[src/rtl/board_ctrl_if.sv]
// Key handshake and mergeBoard bus shared by the game controller and its environment.
// The master side is the controller; the slave side is the key source plus mergeBoard.
interface board_ctrl_if;
   logic        key_valid;
   logic [1:0]  key_dir;
   logic        key_ready;
   logic [79:0] mb_board;
   logic [1:0]  mb_dir;
   logic        mb_movable;
   logic [79:0] mb_board_after;

   modport master (
      input  key_valid, key_dir, mb_movable, mb_board_after,
      output key_ready, mb_board, mb_dir
   );

   modport slave (
      output key_valid, key_dir, mb_movable, mb_board_after,
      input  key_ready, mb_board, mb_dir
   );
endinterface

[src/rtl/board_ctrl.sv]
// Game sequencer around the combinational mergeBoard engine: owns the board register,
// accepts direction keys, spawns random tiles and probes all directions for game over.
module board_ctrl #(
   parameter logic [15:0] LFSR_SEED = 16'hACE1,
   parameter int unsigned WIN_EXP   = 11
) (
   input  logic         clk,
   input  logic         rst_n,
   input  logic         start,
   input  logic         load,
   input  logic [79:0]  load_board,
   board_ctrl_if.master bus,
   output logic [79:0]  board,
   output logic         game_over,
   output logic         win
);
   typedef enum logic [2:0] {IDLE, SPAWN, CHECK, WAIT_KEY, MOVE, COMMIT, OVER} state_t;

   localparam logic [15:0] SEED     = (LFSR_SEED == 16'h0000) ? 16'h0001 : LFSR_SEED;
   localparam logic [4:0]  WIN_CELL = 5'(WIN_EXP);

   state_t      state, state_nxt;
   logic [15:0] lfsr;
   logic [3:0]  spawn_idx;
   logic [4:0]  spawn_val;
   logic [1:0]  spawn_cnt;
   logic [3:0]  probe_cnt;
   logic [1:0]  chk_dir;
   logic        chk_phase;
   logic [1:0]  dir_q;
   logic [4:0]  cells [16];
   logic        cell_empty, load_ok, spawn_enter, check_enter;
   logic        board_we, key_ready;
   logic [79:0] board_nxt;
   logic [4:0]  fresh_val;

   function automatic logic has_win(input logic [79:0] b);
      has_win = 1'b0;
      for (int i = 0; i < 16; i++)
         if (b[5*i +: 5] >= WIN_CELL) has_win = 1'b1;
   endfunction

   always_comb begin
      for (int i = 0; i < 16; i++) cells[i] = board[5*i +: 5];
   end

   assign cell_empty     = (cells[spawn_idx] == 5'd0);
   assign fresh_val      = (lfsr[7:4] == 4'd0) ? 5'd2 : 5'd1;
   assign load_ok        = load && (state == IDLE || state == WAIT_KEY || state == OVER);
   assign spawn_enter    = start || (state == COMMIT && bus.mb_movable);
   assign check_enter    = (state_nxt == CHECK) && (state != CHECK);
   assign bus.mb_board   = board;
   assign bus.mb_dir     = dir_q;
   assign bus.key_ready  = key_ready;

   always_ff @(posedge clk or negedge rst_n) begin
      if (!rst_n) state <= IDLE;
      else        state <= state_nxt;
   end

   always_comb begin
      state_nxt = state;
      if (start) state_nxt = SPAWN;
      else begin
         case (state)
            IDLE:     if (load_ok) state_nxt = CHECK;
            SPAWN:    if (cell_empty ? (spawn_cnt == 2'd1) : (probe_cnt == 4'd15)) state_nxt = CHECK;
            CHECK:    if (chk_phase) begin
                         if (bus.mb_movable)      state_nxt = WAIT_KEY;
                         else if (chk_dir == 2'd3) state_nxt = OVER;
                      end
            WAIT_KEY: if (load_ok) state_nxt = CHECK;
                      else if (bus.key_valid) state_nxt = MOVE;
            MOVE:     state_nxt = COMMIT;
            COMMIT:   state_nxt = bus.mb_movable ? SPAWN : WAIT_KEY;
            OVER:     if (load_ok) state_nxt = CHECK;
            default:  state_nxt = IDLE;
         endcase
      end
   end

   // A spawn write only touches the cell currently under the scan index.
   always_comb begin
      key_ready = (state == WAIT_KEY);
      board_we  = 1'b0;
      board_nxt = board;
      if (start) begin
         board_we  = 1'b1;
         board_nxt = '0;
      end else if (load_ok) begin
         board_we  = 1'b1;
         board_nxt = load_board;
      end else if (state == COMMIT && bus.mb_movable) begin
         board_we  = 1'b1;
         board_nxt = bus.mb_board_after;
      end else if (state == SPAWN && cell_empty) begin
         board_we  = 1'b1;
         for (int i = 0; i < 16; i++)
            if (4'(i) == spawn_idx) board_nxt[5*i +: 5] = spawn_val;
      end
   end

   always_ff @(posedge clk or negedge rst_n) begin
      if (!rst_n) begin
         lfsr  <= SEED;
         board <= '0;
         win   <= 1'b0;
      end else begin
         lfsr <= {lfsr[14:0], lfsr[15] ^ lfsr[13] ^ lfsr[12] ^ lfsr[10]};
         if (board_we) board <= board_nxt;
         if (start)                             win <= 1'b0;
         else if (board_we && has_win(board_nxt)) win <= 1'b1;
      end
   end

   always_ff @(posedge clk or negedge rst_n) begin
      if (!rst_n) begin
         spawn_idx <= '0;
         spawn_val <= '0;
         spawn_cnt <= '0;
         probe_cnt <= '0;
         chk_dir   <= '0;
         chk_phase <= 1'b0;
         dir_q     <= '0;
         game_over <= 1'b0;
      end else begin
         if (spawn_enter) begin
            spawn_cnt <= start ? 2'd2 : 2'd1;
            spawn_idx <= lfsr[3:0];
            spawn_val <= fresh_val;
            probe_cnt <= '0;
         end else if (state == SPAWN) begin
            if (cell_empty) begin
               spawn_cnt <= spawn_cnt - 2'd1;
               spawn_idx <= lfsr[3:0];
               spawn_val <= fresh_val;
               probe_cnt <= '0;
            end else begin
               spawn_idx <= spawn_idx + 4'd1;
               probe_cnt <= probe_cnt + 4'd1;
            end
         end

         // Each probe takes two cycles: drive the direction, then sample movable.
         if (check_enter) begin
            chk_dir   <= '0;
            chk_phase <= 1'b0;
         end else if (state == CHECK) begin
            chk_phase <= !chk_phase;
            if (chk_phase && !bus.mb_movable) chk_dir <= chk_dir + 2'd1;
         end

         if (!start) begin
            if (state == WAIT_KEY && !load_ok && bus.key_valid) dir_q <= bus.key_dir;
            else if (state == CHECK && !chk_phase)              dir_q <= chk_dir;
         end

         if (start || load_ok)
            game_over <= 1'b0;
         else if (state == CHECK && chk_phase && !bus.mb_movable && chk_dir == 2'd3)
            game_over <= 1'b1;
      end
   end
endmodule

[src/flat_wrapper.sv]
// flat-port wrapper written by rule: the top's interface ports become plain ports
module board_ctrl_flat 
#(
   parameter logic [15:0] LFSR_SEED = 16'hACE1,
   parameter int unsigned WIN_EXP   = 11
)
  (clk, rst_n, start, load, load_board, board, game_over, win, bus_key_valid, bus_key_dir, bus_mb_movable, bus_mb_board_after, bus_key_ready, bus_mb_board, bus_mb_dir);
  board_ctrl_if bus_i ();
  input  logic clk;
  input  logic rst_n;
  input  logic start;
  input  logic load;
  input  logic [79:0] load_board;
  output logic [79:0] board;
  output logic game_over;
  output logic win;
  input wire logic [$bits(bus_i.key_valid)-1:0] bus_key_valid;
  input wire logic [$bits(bus_i.key_dir)-1:0] bus_key_dir;
  input wire logic [$bits(bus_i.mb_movable)-1:0] bus_mb_movable;
  input wire logic [$bits(bus_i.mb_board_after)-1:0] bus_mb_board_after;
  output wire logic [$bits(bus_i.key_ready)-1:0] bus_key_ready;
  output wire logic [$bits(bus_i.mb_board)-1:0] bus_mb_board;
  output wire logic [$bits(bus_i.mb_dir)-1:0] bus_mb_dir;
  assign bus_i.key_valid = bus_key_valid;
  assign bus_i.key_dir = bus_key_dir;
  assign bus_i.mb_movable = bus_mb_movable;
  assign bus_i.mb_board_after = bus_mb_board_after;
  assign bus_key_ready = bus_i.key_ready;
  assign bus_mb_board = bus_i.mb_board;
  assign bus_mb_dir = bus_i.mb_dir;
  board_ctrl #(.LFSR_SEED(LFSR_SEED), .WIN_EXP(WIN_EXP)) u_core (.clk(clk), .rst_n(rst_n), .start(start), .load(load), .load_board(load_board), .bus(bus_i), .board(board), .game_over(game_over), .win(win));
endmodule
[config.mk]
export PLATFORM = sky130hd
export DESIGN_NAME = board_ctrl_flat
export DESIGN_NICKNAME = d
export VERILOG_FILES = /design/src/rtl/board_ctrl_if.sv /design/src/rtl/board_ctrl.sv /design/src/flat_wrapper.sv
export SDC_FILE = /design/constraint.sdc
export NUM_CORES = 1
export LEC_CHECK = 0
export CORE_ASPECT_RATIO = 1.1
export CORE_MARGIN = 4
export CORE_UTILIZATION = 35
export CTS_CLUSTER_DIAMETER = 50
export CTS_CLUSTER_SIZE = 10
export DETAILED_ROUTE_END_ITERATION = 7
export PLACE_DENSITY = 0.77
export SETUP_SLACK_MARGIN = 0.3
export SLEW_MARGIN = 20
export SYNTH_ARGS = -nofsm -noshare
export SYNTH_HDL_FRONTEND = slang
export SYNTH_SLANG_ARGS = --single-unit
[constraint.sdc]
create_clock -name clk -period 6.6 [get_ports clk]
set_input_delay 1.32 -clock clk [delete_from_list [all_inputs] [get_ports clk]]
set_output_delay 1.32 -clock clk [all_outputs]
set_load 0.05 [all_outputs]
Yosys cells after proc, flatten, opt, wreduce, memory -nomap -nowiden
Index checks and enable logic that the tools add are counted.
{ "totals": {"elab_cells": 178, "output_inout_bits": 165, "input_bits": 168, "ff_bits": 121} }
{ "classes": {"eq_ne": 26, "muxes": 80, "add_sub_neg": 4, "n_bitwise": 5, "n_lt_le_gt_ge": 17, "n_reduce_logical": 34} }
{ "ops": {"columns": ["op", "count"], "rows": [
  ["two-way mux 80 bit", 4],
  ["two-way mux 5 bit", 21],
  ["greater-or-equal comparator 5 x 4 -> 1 bit (second input constant)", 16],
  ["== test 4 bit (first input constant)", 8],
  ["two-way mux 1 bit", 28],
  ["two-way mux 3 bit", 8],
  ["two-way mux 4 bit", 6],
  ["two-way mux 2 bit", 11],
  ["binary-select mux 5 bit (select 4 bit)", 1],
  ["one-hot mux 3 bit (6 select lines)", 1],
  ["== test 3 x 4 -> 1 bit (first input constant)", 4],
  ["nonzero test 2 bit", 7],
  ["logical AND 1 bit", 12],
  ["== test 3 x 2 -> 1 bit (second input constant)", 3],
  ["== test 3 bit (second input constant)", 3],
  ["adder 4 x 1 -> 4 bit (second input constant)", 2],
  ["== test 2 x 4 -> 1 bit (first input constant)", 2],
  ["logical NOT 4 bit", 2],
  ["AND reduction 2 bit", 3],
  ["greater-or-equal comparator 5 bit (second input constant)", 1],
  ["logical NOT 5 bit", 1],
  ["NOT 4 -> 5 bit", 1],
  ["== test 1 x 4 -> 1 bit (first input constant)", 1],
  ["== test 4 bit (second input constant)", 1],
  ["other kinds (12)", 19]
]} }

Longest topological paths before layout
Gate-level depths: netlist of the first run.
{ "depth": {"depth_word": 31, "depth_mapped": 15, "depth_no_buf": 12} }

Least setup slack after synthesis of the first run
OpenSTA, ideal clock, no wires.
{ "synth_timing": {"path_type": "register to register", "start": "reg u_core.board[25]", "end": "reg u_core.win", "period_less_slack_ps": 3530, "setup_time_ps": 136, "n_path_buf": 1, "t_arrival_ps": 3394, "setup_slack_ps": 3070, "required_ps": 6464, "path_stages_with_launch": 12, "path_cell_list": "dfrtp_1 > o311ai_1 > a41oi_1 > or4b_4 > buf_6 > nor4_4 > nand3_2 > mux2_4 > o2111ai_2 > nand4_1 > nor4_1 > a31oi_1"} }
{ "synth_between": {"elab_chain_len": 29, "word_cells_on_any_way": 49, "classes_between": "16 x order compare; 29 x mux; 4 x reduce/logical"} }
{ "synth_rtl": {"columns": ["element", "line", "text"], "rows": [
  ["start, declared", "board_ctrl.sv:13", "output logic [79:0] board,"],
  ["start signal, assigned", "board_ctrl.sv:110", "if (board_we) board <= board_nxt;"],
  ["binary-select mux 5 bit (select 4 bit)", "board_ctrl.sv:47", "assign cell_empty = (cells[spawn_idx] == 5'd0);"],
  ["two-way mux 5 bit (implied by the code) (2 in series)", "board_ctrl.sv:47", null],
  ["logical NOT 5 bit", "board_ctrl.sv:47", null],
  ["logical AND 1 bit", "board_ctrl.sv:96", "end else if (state == SPAWN && cell_empty) begin"],
  ["two-way mux 80 bit", "board_ctrl.sv:96", null],
  ["two-way mux 80 bit", "board_ctrl.sv:93", "end else if (state == COMMIT && bus.mb_movable) begin"],
  ["two-way mux 80 bit", "board_ctrl.sv:90", "end else if (load_ok) begin"],
  ["two-way mux 80 bit", "board_ctrl.sv:87", "if (start) begin"],
  ["greater-or-equal comparator 5 x 4 -> 1 bit", "board_ctrl.sv:40", "if (b[5*i +: 5] >= WIN_CELL) has_win = 1'b1;"],
  ["two-way mux 1 bit (16 in series)", "board_ctrl.sv:40", null],
  ["two-way mux 1 bit", "board_ctrl.sv:111", "if (start) win <= 1'b0;"],
  ["logical AND 1 bit *", "board_ctrl.sv:112", "else if (board_we && has_win(board_nxt)) win <= 1'b1;"],
  ["nonzero test 2 bit (no line) *", null, null],
  ["end signal, assigned", "board_ctrl.sv:107", "win <= 1'b0;"],
  ["end signal, assigned", "board_ctrl.sv:111", null],
  ["end signal, assigned", "board_ctrl.sv:112", null],
  ["end, declared", "board_ctrl.sv:15", "output logic win"]
]} }
Mark *: on every way between the ends. The rest lies on a longest branch, timed or not. The select of a mux whose other input is x is not followed.
A chain may end at the register's enable or synchronous reset.

Worst setup path in the final report of the first run
{ "layout_timing": {"start": "reg u_core.spawn_idx[0]", "end": "reg u_core.win"} }
{ "layout_between": {"elab_chain_len": 30, "word_cells_on_any_way": 81, "classes_between": "16 x order compare; 15 x eq/ne; 44 x mux; 1 x bitwise; 5 x reduce/logical"} }
{ "layout_rtl": {"columns": ["element", "line", "text"], "rows": [
  ["start, declared", "board_ctrl.sv:24", "logic [3:0] spawn_idx;"],
  ["start signal, assigned", "board_ctrl.sv:129", "spawn_idx <= lfsr[3:0];"],
  ["start signal, assigned", "board_ctrl.sv:135", "spawn_idx <= lfsr[3:0];"],
  ["start signal, assigned", "board_ctrl.sv:139", "spawn_idx <= spawn_idx + 4'd1;"],
  ["NOT 4 -> 5 bit (implied by the code)", "board_ctrl.sv:47", null],
  ["binary-select mux 5 bit (select 4 bit)", "board_ctrl.sv:47", null],
  ["two-way mux 5 bit (implied by the code) (2 in series)", "board_ctrl.sv:47", null],
  ["logical NOT 5 bit", "board_ctrl.sv:47", null],
  ["logical AND 1 bit", "board_ctrl.sv:96", null],
  ["two-way mux 80 bit", "board_ctrl.sv:96", null],
  ["two-way mux 80 bit", "board_ctrl.sv:93", null],
  ["two-way mux 80 bit", "board_ctrl.sv:90", null],
  ["two-way mux 80 bit", "board_ctrl.sv:87", null],
  ["greater-or-equal comparator 5 x 4 -> 1 bit", "board_ctrl.sv:40", null],
  ["two-way mux 1 bit (16 in series)", "board_ctrl.sv:40", null],
  ["two-way mux 1 bit", "board_ctrl.sv:111", null],
  ["logical AND 1 bit *", "board_ctrl.sv:112", null],
  ["nonzero test 2 bit (no line) *", null, null]
]} }
Marked as above.

==> results of run 1 <==
power groups by stage:
stage,clock (W),sequential [W],combinational [W]
floorplan,0,0.00154,0.00182
global placement,0,0.00121,0.00313
detailed placement,0,0.00121,0.00314
CTS,0.000909,0.00120,0.00316
global route,0.000940,0.00123,0.00334
finish,0.000903,0.00121,0.00319
critical path: cells and delay by family (launching register included):
kind | cells | cell delay, ns
AO/OA/AOI/OAI | 4 | 0.95
flip-flops | 1 | 0.74
multiplexers | 1 | 0.27
AND/OR/NAND/NOR | 6 | 2.72
per-stage QoR:
step | cells | utilization [%] | area [um2] | setup WS [ns]
after global placement | 1402 | 49.36 | 10650 | 2.065
after CTS | 1433 | 51.99 | 11220 | 2.065
final | 1433 | 52.01 | 11220 | 1.765
after floorplan | 914 | - | 7755 | 3.070
after detailed placement | 1402 | 49.36 | 10650 | 2.007
after global routing | 1433 | 52.01 | 11220 | 1.503
area by class of cell:
class / instances / area share (%)
clock inverters: 9 / 0.9142
flip-flops and latches: 118 / 26.40
multi-input cells: 627 / 34.10
inverters: 21 / 0.7023
well taps: 290 / 3.233
repair buffers: 346 / 30.51
clock buffers: 22 / 4.136
routing by layer:
| metal | vias up | routed length, um | global-route usage [%] | share of wire, % |
|---|---|---|---|---|
| met4 | 2 | 1579 | 12.35 | 4.4 |
| met1 | 4064 | 13270 | 35.08 | 37 |
| met5 | - | 13 | 0 | 0.036 |
| met3 | 112 | 4205 | 9.216 | 12 |
| li1 | 3737 | - | - | - |
| met2 | 651 | 16700 | 44.44 | 47 |
how the worst min path moves through the flow:
stage | slack (ns) | endpoint | from | depth (start not counted)
2_1_floorplan | 0.33 | u_core.lfsr[9]$_DFF_PN0_ | u_core.lfsr[8]$_DFF_PN0_ | 0
3_5_place_dp | 0.34 | u_core.lfsr[15]$_DFF_PN1_ | u_core.lfsr[14]$_DFF_PN0_ | 0
5_1_grt | 0.37 | u_core.lfsr[9]$_DFF_PN0_ | u_core.lfsr[8]$_DFF_PN0_ | 0
3_3_place_gp | 0.34 | u_core.lfsr[9]$_DFF_PN0_ | u_core.lfsr[8]$_DFF_PN0_ | 0
6_report | 0.36 | u_core.lfsr[15]$_DFF_PN1_ | u_core.lfsr[14]$_DFF_PN0_ | 0
4_1_cts | 0.36 | u_core.lfsr[9]$_DFF_PN0_ | u_core.lfsr[8]$_DFF_PN0_ | 0
kinds of logic after synthesis:
family	Yosys count	synth area share, %
fa+ha+maj	7	1.129
xor+xnor	5	0.5648
flops	118	38.21
simple gates	327	21.07
compound gates	264	22.51
buf+inv	169	12.46
mux	24	4.066
cell usage after synthesis (3+ instances only):
cell	number
nor2_1	92
nand2_1	76
nor2b_1	3
nor4_1	11
a211oi_1	11
o2111ai_1	6
a21o_1	3
a22o_1	8
clkbuf_1	50
or3_1	8
a31oi_1	17
ha_1	7
and3_1	8
o21ai_1	6
o41ai_1	3
o21ai_0	49
nand3_1	46
xnor2_1	3
buf_1	5
a211o_1	4
a32oi_1	3
a21oi_1	72
buf_4	81
a2bb2oi_1	3
o221ai_1	5
nand2b_1	4
o22ai_1	17
mux2_1	5
and2_1	6
a311oi_1	6
o31ai_1	7
nor3_1	27
mux4_2	5
buf_2	10
inv_1	19
dfrtp_1	110
o211ai_1	3
a221oi_1	9
mux2i_1	12
or4_1	8
dfstp_2	8
a22oi_1	8
nand4_1	15
sequential cells by signal, summed over array words and instances (netlist names):
register / count
u_core.probe_cnt: 4
u_core.spawn_val: 2
u_core.spawn_cnt: 2
u_core.win: 1
u_core.game_over: 1
u_core.chk_phase: 1
u_core.spawn_idx: 4
u_core.board: 80
u_core.state: 3
u_core.bus.mb_dir: 2
u_core.lfsr: 16
u_core.chk_dir: 2
cell usage in the layout, fill, tap and decap left out, types with 6 or more instances in the layout:
master           Yosys  routed
a311oi_1             6       6
nor4_1              11      11
o31ai_1              7       7
a22oi_1              8       8
dfstp_2              8       8
nor3_1              27      27
and2_1               6       6
ha_1                 7       7
o21ai_1              6       6
o21ai_0             49      49
a22o_1               8       8
buf_4               81      14
clkdlybuf4s50_1      0     330
dfrtp_1            110     110
mux2i_1             12      12
o22ai_1             17      17
o2111ai_1            6       6
nand3_1             46      46
a31oi_1             17      17
inv_1               19      19
clkbuf_16            0      17
a221oi_1             9       9
nor2_1              92      92
a21oi_1             72      72
and3_1               8       8
or4_1                8       8
a211oi_1            11      11
nand4_1             15      15
nand2_1             76      76
or3_1                8       8
==> impl_metrics.csv, run 1 <==
group,metric,value,unit
cts,tritoncts,"built",
power,combPwrFrac,60.1,%
place,gp_congestion,0.9584,
setup_path,r2r-start,"u_core.spawn_idx[0]$_DFFE_PN0P_",
synthesis,syn_nets,1089,
synthesis,ys_ff_latch,118,
hold_path,worstHoldPathType,"flop to flop",
synthesis,synth_area_leader_cell,"dfrtp_1",
grt,antenna_found_initial,2,
grt,grt_pass1_vias,8605,
timing,rsz0062_at_grt,"false",
grt,grt_pass1_wl,51.85,mm
finish,num-fill-cells,2082,
setup_path,endpoint_kind,"flop",
timing,fin_worst_skew,0.01266,ns
detailed_routing,drt_pass1_iterations,5,
detailed_routing,via_count,8566,
setup_path,startpoint_type,"flop",
die,fp.dieW,149.9,um
synthesis,synth_area_leaders,"dfrtp_1, buf_4, a21oi_1",
place,io_buffers,332,
power,p_per_area,472.0,nW/um2
synthesis,async_reset_ff_share,100.0,%
cts,cts_setup_buffers,0,
timing,whs,0.3573,ns
detailed_routing,drc_errors,0,
timing,slew_violations,0,
power,leakagePower,4.459,nW
cts,htreeDepth,4,
cts,cts_repair_resize_count,0,
cts,path_clk_slew,0.05,ns
cts,cts_root_buf,"clkbuf_16",
finish,multiInputGateArea,3827,um2
timing,fmax,0.2068,GHz
power,p_sw_share,52.82,%
setup_path,path_cells,"nor3_1, nor4_1, nor4_1, nand3_1, or4_1, mux2_1, o21ai_1, a32oi_1, o2111ai_1, nor4_1, a31oi_1",
setup_path,regToRegSetupSlack,1.77,ns
finish,areaGrowthSynthToFinish,44.72,%
synthesis,ys_seq_area_share,38.21,%
die,initial_core_util,35.93,%
cts,clockBufferDepth,2,
grt,overflow,0,
timing,hold_viol,0,
synthesis,postSynthAreaPerCell,8.485,um2
cts,hold_buffers,0,
setup_path,path_max_fanout,24,
die,die_area,24600,um2
detailed_routing,drt-total-wl,35.76,mm
run_status,status,"completed",
finish,register_area,2963,um2
setup_path,crit_top_cell,"nor4_1",
finish,n_antenna_cell,0,
run,max-cap-violations,0,
cts,clock_latency,0.42,ns
cts,cts.sinks,118,
detailed_routing,drt_iter0_drc,1044,
timing,period_needed,4.835,ns
setup_path,rr_endpoint,"u_core.win$_DFFE_PN0P_",
setup_path,critical_path_class,"flop to flop",
synthesis,synth_cells,914,
setup_path,crit_end,"u_core.win$_DFFE_PN0P_",
timing,slew_headroom,34.05,%
power,switchingPower,0.002798,W
die,top_level_ports,333,
setup_path,required,6.88,ns
detailed_routing,detail_route.vias_per_cell,5.978,
grt,grt_max_degree,85,
place,hpwl,27.04,mm
timing,tns,0,ns
die,core_area,21580,um2
setup_path,cp_slowest_cell,"or4_1",
setup_path,critPathLaunch,"u_core.spawn_idx[0]$_DFFE_PN0P_",
power,p_seq_share,22.8,%
finish,drive_above_1_share,6.999,%
power,finalPower,0.005298,W
die,fp-row-count,56,
power,pwr-share-clk,17.0,%
synthesis,ys_warn_count,0,
power,peakVddDrop,187.6,uV
setup_path,slowest_delay,0.87,ns
detailed_routing,wl_per_cell,24.95,um
setup_path,rr_worst_depth,11,
timing,setup_viol,0,
timing,period_share,73.26,%
die,fp.dieH,164.1,um
timing,worstMarginPinSlew,0.9893,ns
synthesis,yosysTopAreaCellShare,35.50,%
synthesis,syn-cell-area,7755,um2
power,p_int,0.002500,W
synthesis,synthFlopType,"dfrtp_1",
grt,track_usage,28.09,%
setup_path,crit_arrival,5.12,ns
cts,cts_inserted_buffers,17,
finish,nNetsFinal,1306,
synthesis,synth_edf_count,0,
detailed_routing,final_antenna_net_count,0,
synthesis,ys_types,81,
Note: power is estimated with default switching activity, not from simulation.
==> run 2, diff against run 1 <==
==> constraint.sdc (replaced) <==
create_clock -name clk -period 4.55 [get_ports clk]
set_input_delay 0.91 -clock clk [delete_from_list [all_inputs] [get_ports clk]]
set_output_delay 0.91 -clock clk [all_outputs]
set_load 0.05 [all_outputs]
==> impl_metrics.csv, run 2 (same netlist as run 1, synthesis figures left out) <==
group,metric,value,unit
timing,setup_viol,0,
setup_path,critical_path_class,"flop to flop",
power,p_per_area,701.0,nW/um2
detailed_routing,wl_per_cell,24.80,um
finish,regMostFlops,"u_core.board",
setup_path,endpoint_kind,"flop",
timing,hold_viol,0,
timing,period_needed,4.083,ns
setup_path,startpoint_type,"flop",
place,hpwl,27.72,mm
die,top_level_ports,333,
cts,cts_root_buf,"clkbuf_16",
grt,grt_pass1_vias,8458,
finish,finalInstanceArea,11570,um2
die,initial_core_util,35.93,%
run,max-cap-violations,0,
run_status,status,"completed",
timing,rsz0062_at_grt,"false",
detailed_routing,via_count,8544,
place,placed_area,10790,um2
die,fp.dieW,149.9,um
timing,fin_worst_skew,0.007156,ns
finish,final_cell_mix,"clkdlybuf4s50_1, dfrtp_1, nor2_1",
finish,drive_above_1_share,9.475,%
finish,nNetsFinal,1323,
grt,grt_pass1_wl,52.96,mm
cts,hold_buffers,0,
timing,setup_slack,0.4668,ns
place,io_buffers,332,
detailed_routing,detail_route.vias_per_cell,5.884,
grt,overflow,0,
cts,cts.sinks,118,
detailed_routing,drc_errors,0,
place,gp_congestion,1.036,
cts,tritoncts,"built",
finish,largest_reg_flops,80,
power,peakVddDrop,379.7,uV
setup_path,path_max_fanout,19,
die,die_area,24600,um2
die,core_area,21580,um2
timing,slew_violations,0,
detailed_routing,drt_pass1_iterations,7,
finish,final_cells,1452,
finish,num-fill-cells,2028,
cts,path_clk_slew,0.06,ns
finish,areaGrowthSynthToFinish,49.18,%
place,numPlacedInstances,1414,
cts,clock_latency,0.42,ns
timing,whs,0.3460,ns
detailed_routing,final_antenna_net_count,0,
detailed_routing,drt-total-wl,36.01,mm
power,finalPower,0.008110,W
grt,grt_max_degree,72,
die,fp.dieH,164.1,um
hold_path,worstHoldPathType,"flop to flop",
cts,htreeDepth,4,
place,dp_slack,-0.001273,ns
grt,track_usage,28.52,%
grt,antenna_found_initial,1,
die,fp-row-count,56,
cts,cts_inserted_buffers,17,
timing,worstMarginPinSlew,1.056,ns
detailed_routing,drt_iter0_drc,779,
timing,slew_headroom,29.33,%
timing,fmax,0.2449,GHz
power,leakagePower,4.637,nW
cts,clockBufferDepth,2,
setup_path,crit_arrival,4.42,ns
setup_path,required,4.89,ns
timing,period_share,89.74,%
finish,top_regs,"u_core.board (80), u_core.lfsr (16)",
finish,final_common_cell,"clkdlybuf4s50_1",
==> run 2: final cells by class <==
class	count	area, um2	share of cell area [%]
Inverter	21	78.83	0.6814
Clock buffer	21	470.5	4.067
Antenna cell	1	2.502	0.02163
Timing Repair Buffer	363	3611	31.21
Clock inverter	11	196.4	1.698
Sequential cell	118	2967	25.64
Multi-Input combinational cell	627	3880	33.54
Tap cell	290	362.8	3.136
==> run 2: path summary, 6_finish.rpt <==
path / start / end / slack (ns) / cells after the start
min in group asynchronous: rst_n / u_core.bus.mb_dir[1]$_DFFE_PN0P_ / 0.51 / 1
worst min-delay path: u_core.lfsr[8]$_DFF_PN0_ / u_core.lfsr[9]$_DFF_PN0_ / 0.35 / 0
worst max register to register: u_core.spawn_idx[0]$_DFFE_PN0P_ / u_core.win$_DFFE_PN0P_ / 0.47 / 11
worst max-delay path: u_core.spawn_idx[0]$_DFFE_PN0P_ / u_core.win$_DFFE_PN0P_ / 0.47 / 11
max in group asynchronous: rst_n / u_core.board[7]$_DFFE_PN0P_ / 3.18 / 2
worst min register to register: u_core.lfsr[8]$_DFF_PN0_ / u_core.lfsr[9]$_DFF_PN0_ / 0.35 / 0
==> run 2: what timing repair did <==
action / CTS / global route
pin swaps: 0 / 2
endpoints found under the hold margin: 0 / 0
setup endpoints to repair: 1 / 1
resized for setup: 3 / 9
buffers inserted: 0 / 5
==> run 2: metrics by stage <==
step | TNS, ns | util (%)
after CTS | 0 | 53.16
after global placement | 0 | 50.01
after floorplan | 0 | -
after detailed placement | -0.001273 | 50.01
after global routing | 0 | 53.61
final | 0 | 53.61
==> run 2: power by group <==
group	switching (W)	total, W	leakage, nW	internal, W
clock	0.000488	0.00150	0.319	0.00102
combinational	0.00321	0.00486	2.74	0.00165
sequential	0.000437	0.00174	1.58	0.00131
total	0.00414	0.00811	4.64	0.00397
==> run 2: critical path, stage by stage (launching register included) <==
cell and delay (ns):
dfrtp_4 0.60, inv_2 0.20, mux4_2 0.53, a22oi_1 0.21, and2_1 0.71, nor3_2 0.23, mux2i_1 0.17, a21o_1 0.21
o41ai_1 0.71, a211o_1 0.24, nor4_2 0.04, a31oi_1 0.14
==> run 2: metal layers <==
layer	vias to the layer above	wire (um)	global-route usage, %
met3	57	3889	6.843
li1	3759	-	-
met5	-	0	0
met1	4131	14020	37.81
met2	597	17100	45.69
met4	0	996	9.942
